## config.mk

```make
export PLATFORM = sky130hd
export DESIGN_NAME = mem_arbiter
export DESIGN_NICKNAME = d
export VERILOG_FILES = /design/src/rtl/mem_arbiter.sv
export SDC_FILE = /design/constraint.sdc
export NUM_CORES = 1
export LEC_CHECK = 0
export BUFFER_PORTS_ARGS = -buffer_cell sky130_fd_sc_hd__buf_4
export CAP_MARGIN = 40
export CORE_AREA = 2 2 106 108
export DETAILED_ROUTE_END_ITERATION = 7
export DIE_AREA = 0 0 108 110
export MAX_ROUTING_LAYER = met4
export SYNTH_ARGS = -nofsm -noshare
export SYNTH_HDL_FRONTEND = slang
export SYNTH_SLANG_ARGS = --single-unit
```

## constraint.sdc

```tcl
create_clock -name clk -period 1.74 [get_ports clk]
set_input_delay 0.348 -clock clk [delete_from_list [all_inputs] [get_ports clk]]
set_output_delay 0.348 -clock clk [all_outputs]
set_load 0.01 [all_outputs]
```

## src/rtl/mem_arbiter.sv

```systemverilog
// Two-port (fetch / load-store) arbiter in front of a single-port synchronous memory.
// Data has priority with a starvation guard; define MEM_ARBITER_ROUND_ROBIN_EN for round-robin.
module mem_arbiter #(
  parameter int ADDR_W       = 32,
  parameter int DATA_W       = 32,
  parameter int STARVE_LIMIT = 4
) (
  input  logic                clk,
  input  logic                rst,
  input  logic                i_req_valid,
  output logic                i_req_ready,
  input  logic [ADDR_W-1:0]   i_addr,
  output logic                i_rsp_valid,
  output logic [DATA_W-1:0]   i_rsp_data,
  input  logic                d_req_valid,
  output logic                d_req_ready,
  input  logic [ADDR_W-1:0]   d_addr,
  input  logic                d_we,
  input  logic [DATA_W/8-1:0] d_wstrb,
  input  logic [DATA_W-1:0]   d_wdata,
  output logic                d_rsp_valid,
  output logic [DATA_W-1:0]   d_rsp_data,
  output logic                mem_en,
  output logic                mem_we,
  output logic [DATA_W/8-1:0] mem_wstrb,
  output logic [ADDR_W-1:0]   mem_addr,
  output logic [DATA_W-1:0]   mem_wdata,
  input  logic [DATA_W-1:0]   mem_rdata
);

  typedef enum logic [1:0] {
    IDLE   = 2'd0,
    RESP_I = 2'd1,
    RESP_D = 2'd2
  } state_t;

  state_t r_state;
  state_t w_state_nxt;
  logic   w_pick_i;
  logic   w_grant_i;
  logic   w_grant_d;
  logic   r_rsp_we;

`ifdef MEM_ARBITER_ROUND_ROBIN_EN
  // 1 = data port won the most recent grant; contention goes to the other port.
  logic r_last_d;

  assign w_pick_i = r_last_d;

  always_ff @(posedge clk or negedge rst) begin
    if (!rst) begin
      r_last_d <= 1'b0;
    end else if (w_grant_d) begin
      r_last_d <= 1'b1;
    end else if (w_grant_i) begin
      r_last_d <= 1'b0;
    end
  end
`else
  localparam int CNT_W = (STARVE_LIMIT < 1) ? 1 : $clog2(STARVE_LIMIT + 1);
  localparam logic [CNT_W-1:0] LIMIT = CNT_W'(STARVE_LIMIT);

  logic [CNT_W-1:0] r_starve;

  assign w_pick_i = (r_starve == LIMIT);

  // Counts data grants taken while fetch was waiting; any fetch grant or idle fetch clears it.
  always_ff @(posedge clk or negedge rst) begin
    if (!rst) begin
      r_starve <= '0;
    end else if (!i_req_valid || w_grant_i) begin
      r_starve <= '0;
    end else if (w_grant_d && (r_starve != LIMIT)) begin
      r_starve <= r_starve + 1'b1;
    end
  end
`endif

  // Grants are suppressed while reset is held so nothing reaches the memory.
  assign w_grant_i = rst && i_req_valid && (!d_req_valid || w_pick_i);
  assign w_grant_d = rst && d_req_valid && (!i_req_valid || !w_pick_i);

  assign i_req_ready = w_grant_i;
  assign d_req_ready = w_grant_d;

  always_comb begin
    mem_en    = 1'b0;
    mem_we    = 1'b0;
    mem_wstrb = '0;
    mem_addr  = '0;
    mem_wdata = '0;
    if (w_grant_d) begin
      mem_en    = 1'b1;
      mem_we    = d_we;
      mem_wstrb = d_wstrb;
      mem_addr  = d_addr;
      mem_wdata = d_wdata;
    end else if (w_grant_i) begin
      mem_en    = 1'b1;
      mem_addr  = i_addr;
    end
  end

  always_ff @(posedge clk or negedge rst) begin
    if (!rst) begin
      r_state <= IDLE;
    end else begin
      r_state <= w_state_nxt;
    end
  end

  always_comb begin
    w_state_nxt = IDLE;
    if (w_grant_i) begin
      w_state_nxt = RESP_I;
    end else if (w_grant_d) begin
      w_state_nxt = RESP_D;
    end
  end

  // Remembers whether the in-flight data access was a store, so its response carries no data.
  always_ff @(posedge clk) begin
    if (w_grant_d) begin
      r_rsp_we <= d_we;
    end
  end

  assign i_rsp_valid = (r_state == RESP_I);
  assign d_rsp_valid = (r_state == RESP_D);
  assign i_rsp_data  = i_rsp_valid ? mem_rdata : '0;
  assign d_rsp_data  = (d_rsp_valid && !r_rsp_we) ? mem_rdata : '0;

endmodule

```

* Yosys cells after proc, flatten, opt, wreduce, memory -nomap -nowiden *
Index checks and enable logic that the tools add are counted.

operators by class
  $add $sub $neg = 1
  reductions and logical operators = 14
  multiplexer cells = 13
  eq/ne operators = 4

operator list
  operator               number
  $mux W32               5
  $logic_and A1 B1 Y1    6
  $mux W3                2
  $logic_not A1 Y1       4
  $mux W2                2
  $mux W4                1
  $add A3 B1 Y3 const B  1
  $eq A3 B3 Y1 const B   1
  $logic_or A1 B1 Y1     3
  $mux W1                3
  $ne A3 B3 Y1 const B   1
  $eq A2 B1 Y1 const B   1
  $eq A2 B2 Y1 const B   1
  $reduce_bool A2 Y1     1

word-level totals
  register bits = 6
  output and inout port bits = 138
  bits of input ports = 137
  word-level logic and storage cells = 35

* Depth between registers and ports, before layout *
Gate-level depths: netlist of run 1.

  word-level depth = 7
  depth in mapped cells = 6
  gate-level depth less buffers = 5

* Worst setup path before layout of run 1 *
No wires, ideal clock.

  kind = register to output
  from = reg r_starve[0]
  to = out mem_addr[22]
  arrival time = 1.395 ns
  slack = -0.003 ns
  data required time = 1.392 ns
  cell stages (with the launch flop) = 7
  buffers on the path = 1
  cells stage by stage = dfrtp_1 > inv_1 > ha_1 > a21boi_2 > nor2_2 > buf_2 > a22o_1

between the ends
  longest elaborated chain between the ends = 5
  elaborated cells on any way between the ends = 8
  those cells by class = eq/ne: 1; mux: 2; reduce/logical: 5

RTL lines
  what                    line  RTL
  from (decl)             63    logic [CNT_W-1:0] r_starve;
  from (signal assigned)  74    r_starve <= r_starve + 1'b1;
  $eq A3 B3 Y1            65    assign w_pick_i = (r_starve == LIMIT);
  $logic_or A1 B1 Y1      80    assign w_grant_i = rst && i_req_valid && (!d_req_valid || w_pick_i);
  $logic_and A1 B1 Y1     80
  net i_req_ready         11    output logic i_req_ready,
  $mux W32                98    end else if (w_grant_i) begin
  $mux W32                92    if (w_grant_d) begin
  to (decl)               26    output logic [ADDR_W-1:0] mem_addr,

The timed path passes the listed nets, and every way through them passes these cells.

* Final worst setup path of run 1 *
  from = reg r_starve[0]
  to = out mem_wdata[10]

between the ends
  longest elaborated chain between the ends = 5

RTL lines
  what                 line  RTL
  $eq A3 B3 Y1         65
  $logic_not A1 Y1     81    assign w_grant_d = rst && d_req_valid && (!i_req_valid || !w_pick_i);
  $logic_or A1 B1 Y1   81
  $logic_and A1 B1 Y1  81
  $mux W32             92
  to (decl)            27    output logic [DATA_W-1:0] mem_wdata,

Every way passes these cells.

==> results by group, run 1 <==
Status
  – Outcome: finished with violations
  – Failing checks: negative setup slack

Cells and area
  – NumNets Final: 614
  – FILL cells: between 1k and 1.5k
  – Synthesis-to-finish area growth: 234%
  – Area of the multi-input gates: 1320 um^2
  – Ant diodes: 0
  – Layout cells sized above 1: 82.9%
  – Finished Layout Cells: just over 600
  – Reg area: ~160 um^2

Placement
  – Pre-CTS setup slack: -0.0936 ns
  – Hpwl dp: 6.88 mm
  – Routability-driven placement congestion ratio: approximately 0.79
  – Cells after DPL: 591
  – Port buffer count: 274

Detailed routing
  – Routed Wire Length: about 9.7 mm
  – DRT Pass-1 Iters: 3
  – WL/cell: 15.9 um
  – Vias: 2,533
  – 1st-iter DRT viols: 60
  – Vias per cell: 4.13
  – DRC errors left: 0
  – Antenna Nets Post-Route: 0

Job
  – Max_cap viols: 0

Timing
  – RSZ-0062 raised after global routing: yes
  – Final Skew: 0.000352 ns
  – Final period utilization: 112%
  – Maximum clock frequency: between 500 and 600 MHz
  – Final hold viol count: 0
  – Worst rel slew slack: 80.3%
  – Final setup fails: 79
  – Setup ws final: -0.211 ns
  – Tightest Pin Transition: 0.295 ns
  – Slew Limit Fails: 0
  – Min Tclk post-route: 1.95 ns

Global route
  – Number of global-route vias before repair: 2,347
  – Largest net degree at the start of global routing: 34
  – Initial antenna violation count: 0
  – Total track usage: 13.3%
  – GRT overflow: 0
  – First-pass GRT wire length: 11.8 mm

Yosys
  – Post-Syn Area per Cell: 7.60 um^2
  – Synth Instances: 180
  – Synth async-reset ratio: 83.3%
  – #FFs+latches synth: 6
  – Cell taking the most area after synthesis: and2_1
  – Top post-synthesis cells by area: and2_1 46%, a22o_1 20%, dfrtp_1 9.1%
  – EDFF count, synth: 1
  – Synth top area share: a little under half
  – Syn_nets: around 320
  – Netlist cell types: 24
  – Post-Syn Area: 1370 um^2
  – Ys flop type: dfrtp_1
  – Seq/Total Area, Yosys: 11.3%
  – Synthesis Warnings: 0

CTS
  – CTS clock-pin slew for the worst setup and hold paths: 0.04 ns
  – Hold bufs inserted after CTS: 0
  – H-tree depth: 1
  – CTS root buffer: clkbuf_8
  – Max Buffers Root-to-Sink: 2
  – Num CTS Buffers: 3
  – Clk sinks: 6
  – Clk_lat worst skew: 0.22 ns
  – TritonCTS clock tree: done

Critical path
  – Crit-path max FO: 6
  – CP Capture Type: output port
  – Req. time, crit path: 1.39 ns
  – Arrival @ worst endpoint: 1.60 ns
  – Setup Crit Path Kind: flip-flop to output port
  – Startpoint types: flip-flop

Power
  – Design Power: about 0.0013 W
  – P_leak: 2.39 nW
  – Max IR drop VDD: 221 uV
  – Pwr Density: 280 nW/um^2

Worst hold path
  – Worst min path class: input pin to asynchronous set/reset pin

Floorplanning
  – Std-Cell Rows: 38
  – Ports: 275
  – Die height: 110 um
  – Initial Utilization: 12.8%
  – Die ar.: 11,900 um^2
  – Core area: 10,700 um^2
  – Die extent in x: 108 um
cell usage in the layout (no fill, tap or decap), types with 2 or more instances in the layout:
cell type	Yosys	routed
buf_4	0	196
clkbuf_8	0	3
nand2b_1	2	2
clkbuf_16	0	4
buf_6	7	96
inv_2	0	2
nor2b_4	0	2
and2_4	0	74
a22o_1	32	32
dfrtp_1	5	5
and2_1	101	27
nand2_1	2	2
buf_16	0	3
nand3_1	2	2
buf_12	0	6
a21boi_0	2	2
repair_timing:
| item | CTS | global route |
|---|---|---|
| gates resized for setup | 67 | 122 |
| gates cloned | 6 | 5 |
| buffers inserted | 7 | 4 |
| setup endpoints to repair | 96 | 135 |
| pin swaps | 1 | 81 |
cell families after synthesis:
logic type | Yosys count | share of synthesized area [%]
simple gates | 115 | 52.2
compound gates | 39 | 25.6
buf+inv | 18 | 9.05
flops | 6 | 11.3
fa+ha+maj | 2 | 1.83
cell type report:
cell class / count / area share [%]
clock buffers: 4 / 0.985
inverters: 2 / 0.164
multi-input cells: 156 / 28.8
flip-flops and latches: 6 / 3.39
well taps: 140 / 3.83
repair buffers: 306 / 62.8
routing by layer:
metal  routed length (um)  vias up  global-route usage (%)
met5                    0        -                       -
met4                  201        0                    2.84
met3                  879       10                    2.94
met2                 5680      168                    28.4
met1                 2980     1156                    11.7
li1                     -     1199                       -
worst paths after layout:
kind	slack, ns	cells after the start	endpoint	startpoint
min reg2reg	0.68	1	r_state[1]	r_starve[2]
min in group clk	0.33	1	r_rsp_we	d_we
max	-0.21	7	mem_wdata[10]	r_starve[0]
max reg2reg	0.21	6	r_rsp_we	r_starve[0]
max in group asynchronous	1.56	2	r_state[0]	rst
min	0.05	2	r_starve[0]	rst
where the power goes:
group          internal [W]  leakage, nW  switching, W
Combinational      0.000587         2.29      0.000320
Clock              0.000158       0.0228     0.0000636
Sequential         0.000149       0.0770    0.00000333
Total              0.000895         2.39      0.000387
synth_stat cells (all sizes together), types with 2 or more instances:
library cell  count
dfrtp             5
a22o             32
and2b             2
nand2b            2
clkbuf            6
ha                2
a21boi            3
nor2b             2
a31oi             2
nand3             2
and2            101
nand2             3
buf              10
inv               2
worst max-delay path: stages (launching register included):
cell,delay (ns)
dfrtp_1,0.35
inv_2,0.05
ha_4,0.17
a31oi_4,0.24
buf_12,0.18
clkbuf_16,0.15
and2_4,0.13
buf_6,0.09
registers in the layout, indices dropped and copies added, names as in the netlist:
register and cells:
r_rsp_we 1, r_starve 3, r_state 2
through the flow:
step	area, um^2	util [%]	TNS (ns)	hold WS, ns
after floorplan	1370	-	0	0.0524
after global placement	3630	34.0	-0.656	0.287
after detailed placement	3630	34.0	-2.06	0.287
after CTS	4130	38.6	-14.21	0.0471
after global routing	4570	42.7	-19.62	0.0525
final	4570	42.7	-11.85	0.0497
Note: power is estimated with default switching activity, not from simulation.
==> inputs of run 2 (changes only) <==
==> constraint.sdc (replaced) <==
create_clock -name clk -period 1.74 [get_ports clk]
set_input_delay 0.087 -clock clk [delete_from_list [all_inputs] [get_ports clk]]
set_output_delay 0.087 -clock clk [all_outputs]
set_load 0.01 [all_outputs]
==> results by group, run 2 (same netlist as run 1, synthesis figures left out) <==
Status
  – Outcome: finished with violations
  – Failing checks: negative setup slack

Critical path
  – Crit-path max FO: 16 (+10)
  – CP Capture Type: output port
  – Req. time, crit path: 1.65 ns (+0.26 ns)
  – Setup Crit Path Kind: flip-flop to output port
  – Worst R2R Setup Slack: 0.39 ns (+0.18 ns)
  – R2R depth: 4 (-2)
  – Arrival @ worst endpoint: 1.65 ns (+0.05 ns)
  – Startpoint types: flip-flop

Global route
  – GRT overflow: 0 (unchanged)
  – Initial antenna violation count: 0 (unchanged)
  – Total track usage: 11.8% (-1.6 points)
  – Largest net degree at the start of global routing: 42 (+24%)
  – First-pass GRT wire length: 10.9 mm (-8.2%)
  – Number of global-route vias before repair: 2,296 (-2.2%)

Cells and area
  – Largest regs: r_starve (3), r_state (2), r_rsp_we (1)
  – Commonest cells after routing, fill and taps aside: 279 x buf_4, 101 x and2_1, 32 x a22o_1, 5 x buf_6, 5 x dfrtp_1
  – Layout cells sized above 1: 65.1% (-18 points)
  – NumNets Final: 596 (-2.9%)
  – Leading cell type in the layout, fill and taps excluded: buf_4
  – Max FFs per register: 3 (unchanged)
  – FILL cells: 1,119 (+8.6%)
  – Area of the multi-input gates: 1110 um^2 (-15%)
  – Reg area: 155 um^2 (unchanged)
  – Ant diodes: 0 (unchanged)
  – Reg with most FFs: r_starve
  – Synthesis-to-finish area growth: 173%

CTS
  – CTS root buffer: clkbuf_8
  – H-tree depth: 1 (unchanged)
  – Clk_lat worst skew: 0.22 ns (about the same)
  – Max Buffers Root-to-Sink: 2 (unchanged)
  – Num CTS Buffers: 3 (unchanged)
  – TritonCTS clock tree: done
  – Clk sinks: 6 (unchanged)
  – CTS clock-pin slew for the worst setup and hold paths: 0.04 ns (about the same)

Timing
  – Maximum clock frequency: 575 MHz (+12%)
  – Final setup fails: 1 (-99%)
  – Post-route setup TNS: -0.000433 ns (+11.85 ns)
  – Setup ws final: -0.000433 ns (+0.211 ns)
  – Final period utilization: 100% (-12 points)
  – RSZ-0062 raised after global routing: yes
  – Final hold viol count: 0 (unchanged)
  – Tightest Pin Transition: 0.307 ns (+0.0122 ns)
  – Worst rel slew slack: 79.5% (-0.81 points)
  – Final Skew: 0.00226 ns (+0.00191 ns)
  – Slew Limit Fails: 0 (unchanged)
  – Final hold slack: 0.0451 ns (-0.00459 ns)
  – Min Tclk post-route: 1.74 ns (-0.211 ns)

Floorplanning
  – Std-Cell Rows: 38 (unchanged)
  – Die ar.: 11,900 um^2 (unchanged)
  – Die height: 110 um (unchanged)
  – Ports: 275 (unchanged)
  – Die extent in x: 108 um (unchanged)
  – Core area: 10,700 um^2 (unchanged)
  – Initial Utilization: 12.8% (unchanged)

Detailed routing
  – DRC errors left: 0 (unchanged)
  – Vias: 2,373 (-6.3%)
  – Routed Wire Length: 7.79 mm (-20%)
  – Vias per cell: 3.98 (-3.5%)
  – WL/cell: 13.1 um (-18%)
  – DRT Pass-1 Iters: 4 (+1)
  – Antenna Nets Post-Route: 0 (unchanged)
  – 1st-iter DRT viols: 70 (+17%)

Power
  – Max IR drop VDD: 154 uV (-30%)
  – Pwr Density: 290 nW/um^2 (+3.4%)
  – P_leak: 2.06 nW (-14%)

Worst hold path
  – Worst min path class: input pin to flip-flop
  – WHS Path Cells: 1

Job
  – Max_cap viols: 0 (unchanged)

Placement
  – Port buffer count: 274 (unchanged)
  – Hpwl dp: 6.61 mm (-3.9%)
  – Pre-CTS setup slack: 0.127 ns (+0.221 ns)
  – Routability-driven placement congestion ratio: 0.765 (-3.6%)
run 2: cell types whose count changed in the layout (fill, tap and decap cells not counted), sizes merged:
cell,delta
buf,-16
clkbuf,-4
bufbuf,+1
dlygate4sd3,+1
run 2: final timing paths:
check                            startpoint      endpoint
worst max-delay path            r_starve[0]  mem_addr[30]
worst min-delay path                   d_we      r_rsp_we
worst max register to register  r_starve[0]      r_rsp_we
worst min register to register  r_starve[2]    r_state[1]
max in group asynchronous               rst   r_starve[1]
min in group asynchronous               rst    r_state[1]
run 2: stage by stage:
step	instances	area (um^2)	total power [W]	util [%]
floorplan	180	1370	0.000384	-
global route	596	3730	0.00116	34.9
finish	596	3730	0.00108	34.9
global placement	583	3560	0.000833	33.3
detailed placement	583	3560	0.000839	33.3
CTS	594	3720	0.00110	34.8
run 2: area by class of cell:
type / count / area share (%)
Clock buffer: 4 / 1.21
Inverter: 2 / 0.201
Multi-Input combinational cell: 156 / 29.9
Sequential cell: 6 / 4.16
Tap cell: 140 / 4.69
Timing Repair Buffer: 288 / 59.9
run 2: layer usage:
metal	vias to the layer above	routed length, um	global-route usage (%)	part of all wire (%)
li1	1155	-	-	-
met1	1056	2570	11.2	33
met2	160	4310	24.3	55
met3	2	861	2.53	11
met4	0	45	1.92	0.58
met5	-	0	-	0
run 2: where the power goes:
group	internal (W)	switching, W
logic	0.000446	0.000259
clock network	0.000158	0.0000671
registers	0.000149	0.00000246
run 2: critical path, stage by stage (launching register included):
cell       delay (ns)
dfrtp_1          0.36
inv_2            0.06
ha_4             0.18
a21boi_4         0.17
nor2_4           0.05
bufbuf_16        0.28
a22o_1           0.18
buf_4            0.14
run 2: timing repair:
action,in CTS,in global routing
buffers inserted,5,3
hold buffers,1,0
hold endpoints to repair,5,0
pin swaps,3,3
endpoints found under the setup margin,52,52
gates resized for setup,9,2
gates cloned,1,0
==> inputs of run 3 (changes only) <==
--- a/config.mk
+++ b/config.mk
@@ -5,12 +5,14 @@
 export SDC_FILE = /design/constraint.sdc
 export NUM_CORES = 1
 export LEC_CHECK = 0
+export ABC_AREA = 1
 export BUFFER_PORTS_ARGS = -buffer_cell sky130_fd_sc_hd__buf_4
 export CAP_MARGIN = 40
 export CORE_AREA = 2 2 106 108
 export DETAILED_ROUTE_END_ITERATION = 7
 export DIE_AREA = 0 0 108 110
 export MAX_ROUTING_LAYER = met4
+export SKIP_CTS_REPAIR_TIMING = 1
 export SYNTH_ARGS = -nofsm -noshare
 export SYNTH_HDL_FRONTEND = slang
 export SYNTH_SLANG_ARGS = --single-unit
==> results by group, run 3 <==
Critical path
  – CP max stage cell: dfrtp_1
  – Arrival @ worst endpoint: 1.60 ns (-0.05 ns)
  – Req. time, crit path: 1.65 ns (about the same)
  – Cell family with most CP delay: buffers and inverters
  – Bufs and invs on worst path: 4 (+1)
  – Max incr delay on CP: 0.37 ns (about the same)
  – CP Cell Sequence: inv_2 -> ha_4 -> nand3_1 -> nand2_2 -> buf_4 -> buf_4 -> nor2_1 -> buf_4
  – Setup Crit Path Kind: flip-flop to output port
  – CP Capture Type: output port
  – Crit-path max FO: 11 (-5)
  – Most used cell, CP: buf_4
  – Startpoint types: flip-flop

Yosys
  – Synth top area share: 26.6% (-20 points)
  – Netlist cell types: 16 (-33%)
  – Ys flop type: dfrtp_1
  – Synth Instances: 325 (+81%)
  – Post-Syn Area: 1480 um^2 (+8.1%)
  – EDFF count, synth: 1 (unchanged)
  – Syn_nets: 464 (+45%)
  – Most frequent cells after synthesis: 105 x nor2_1, 103 x nand2_1, 80 x inv_1, 8 x buf_6, 6 x nand2_2
  – Synth Area in Compound Gates: 0.592% (-25 points)
  – Top-count cell post-synth: nor2_1
  – Synth Area in Adders: 1.69% (-0.14 points)
  – #FFs+latches synth: 6 (unchanged)
  – Post-synthesis mux area share: 0% (unchanged)
  – Synthesis Warnings: 0 (unchanged)
  – Synth async-reset ratio: 83.3% (unchanged)
  – Simple-gate share of the synthesized area: 57.5% (+5.3 points)
  – Cell taking the most area after synthesis: nor2_1
  – Post-Syn Area per Cell: 4.55 um^2 (-40%)
  – Top post-synthesis cells by area: nor2_1 27%, nand2_1 26%, inv_1 20%
  – Seq/Total Area, Yosys: 10.5% (-0.85 points)
  – Largest family of logic cells by synthesized area: simple AND/OR/NAND/NOR gates
  – Area share of xor/xnor cells in the synthesized design: 0% (unchanged)

CTS
  – Max Buffers Root-to-Sink: 2 (unchanged)
  – TritonCTS clock tree: done
  – Num CTS Buffers: 3 (unchanged)
  – CTS root buffer: clkbuf_8
  – CTS clock-pin slew for the worst setup and hold paths: 0.04 ns (about the same)
  – Clk sinks: 6 (unchanged)
  – H-tree depth: 1 (unchanged)
  – Clk_lat worst skew: 0.22 ns (about the same)

Floorplanning
  – Core area: 10,700 um^2 (unchanged)
  – Ports: 275 (unchanged)
  – Std-Cell Rows: 38 (unchanged)
  – Die extent in x: 108 um (unchanged)
  – Die ar.: 11,900 um^2 (unchanged)
  – Die height: 110 um (unchanged)
  – Initial Utilization: 13.8% (+1.0 points)

Timing
  – Final setup fails: 0 (-1)
  – Final hold viol count: 0 (unchanged)
  – RSZ-0062 raised after global routing: yes
  – Slew Limit Fails: 0 (unchanged)
  – Final period utilization: 96.7% (-3.3 points)
  – Worst rel slew slack: 77.3% (-2.3 points)
  – Maximum clock frequency: 594 MHz (+3.4%)
  – Tightest Pin Transition: 0.341 ns (+0.0338 ns)
  – Min Tclk post-route: 1.68 ns (-0.0574 ns)
  – Final Skew: 0.00269 ns (+0.000430 ns)

Detailed routing
  – DRC errors left: 0 (unchanged)
  – Vias per cell: 3.78 (-5.1%)
  – Routed Wire Length: 8.21 mm (+5.4%)
  – WL/cell: 11.1 um (-15%)
  – Antenna Nets Post-Route: 0 (unchanged)
  – Vias: 2,801 (+18%)
  – 1st-iter DRT viols: 87 (+24%)
  – DRT Pass-1 Iters: 4 (unchanged)

Global route
  – Total track usage: 11.0% (-0.78 points)
  – Largest net degree at the start of global routing: 35 (-17%)
  – Number of global-route vias before repair: 2,363 (+2.9%)
  – GRT overflow: 0 (unchanged)
  – Initial antenna violation count: 0 (unchanged)
  – First-pass GRT wire length: 10.3 mm (-5.5%)

Cells and area
  – Largest regs: r_starve (3), r_state (2), r_rsp_we (1)
  – Ant diodes: 0 (unchanged)
  – Max FFs per register: 3 (unchanged)
  – Leading cell type in the layout, fill and taps excluded: buf_4
  – NumNets Final: 741 (+24%)
  – Final Core Density: 35.7% (+0.82 points)
  – Layout cells sized above 1: 50.6% (-15 points)
  – Synthesis-to-finish area growth: 158%
  – Commonest cells after routing, fill and taps aside: 281 x buf_4, 104 x nor2_1, 102 x nand2_1, 78 x inv_1, 7 x nand2_2
  – Reg with most FFs: r_starve

Power
  – Max IR drop VDD: 122 uV (-21%)
  – Pwr Density: 290 nW/um^2 (-0.11%)
  – Design Power: 0.00111 W (+2.2%)
  – P_leak: 2.57 nW (+25%)

Worst hold path
  – Worst min path class: input pin to flip-flop

Status
  – Outcome: completed

Placement
  – Routability-driven placement congestion ratio: 0.794 (+3.8%)
  – Port buffer count: 274 (unchanged)
  – Hpwl dp: 6.44 mm (-2.6%)

Job
  – Max_cap viols: 0 (unchanged)
run 3: changes by cell type in the layout (fill, tap and decap cells not counted), moves of 6 or more:
cell / before / now
nor2_1: 0 / 104
and2_1: 101 / 0
nand2_1: 2 / 102
inv_1: 0 / 78
a22o_1: 32 / 0
nand2_2: 1 / 7
run 3: cell type report:
type                       count  area, um^2
inverter                      81         307
sequential                     6         155
multi-input combinational    223         921
fill                        1133        6880
clock buffer                   4        45.0
tap                          140         175
timing repair buffer         287        2220
run 3: kinds of logic after synthesis:
| kind of cell | Yosys count |
|---|---|
| buffers and inverters | 97 |
| flip-flops | 6 |
| AO/OA/AOI/OAI | 1 |
| AND/OR/NAND/NOR | 219 |
| adder cells (fa/ha/maj) | 2 |
run 3: per-stage QoR:
step                cells  setup TNS (ns)  area, um^2  setup slack (ns)  hold WS (ns)
floorplan             325               0        1480             0.431        -0.209
global placement      729         -0.0494        3630           -0.0124       -0.0935
detailed placement    729           -1.33        3630           -0.0694       -0.0912
CTS                   733           -9.44        3680            -0.316        -0.326
global route          741         -0.0875        3820           -0.0170        0.0626
finish                741               0        3820            0.0569        0.0612
run 3: power by group:
part	total (W)	internal (W)	leakage [nW]	switching, W
clock	0.000222	0.000158	0.0228	0.0000641
combinational	0.000732	0.000416	2.47	0.000316
sequential	0.000152	0.000149	0.0770	0.00000254
total	0.00111	0.000724	2.57	0.000382
run 3: worst reg2reg max path, cell delays in order (launching register included):
cell and delay [ns]:
dfrtp_1 0.37, inv_2 0.06, ha_4 0.17, nand3_1 0.10, nand2_2 0.10, inv_4 0.09
clkbuf_16 0.18
run 3: layer usage:
metal / vias up / global-route usage, % / wire length, um
li1: 1441 / - / -
met1: 1186 / 10.6 / 2940
met2: 172 / 23.1 / 4460
met3: 2 / 1.65 / 766
met4: 0 / 1.83 / 35
met5: - / - / 0
run 3: final timing paths:
path	start	endpoint	slack [ns]	depth (start not counted)
worst max-delay path	r_starve[1]	mem_wdata[16]	0.06	8
worst min-delay path	d_we	r_rsp_we	0.06	1
worst max register to register	r_starve[1]	r_rsp_we	0.38	6
worst min register to register	r_starve[1]	r_starve[1]	0.54	2
max in group asynchronous	rst	r_starve[0]	1.24	2
min in group asynchronous	rst	r_state[0]	0.29	2
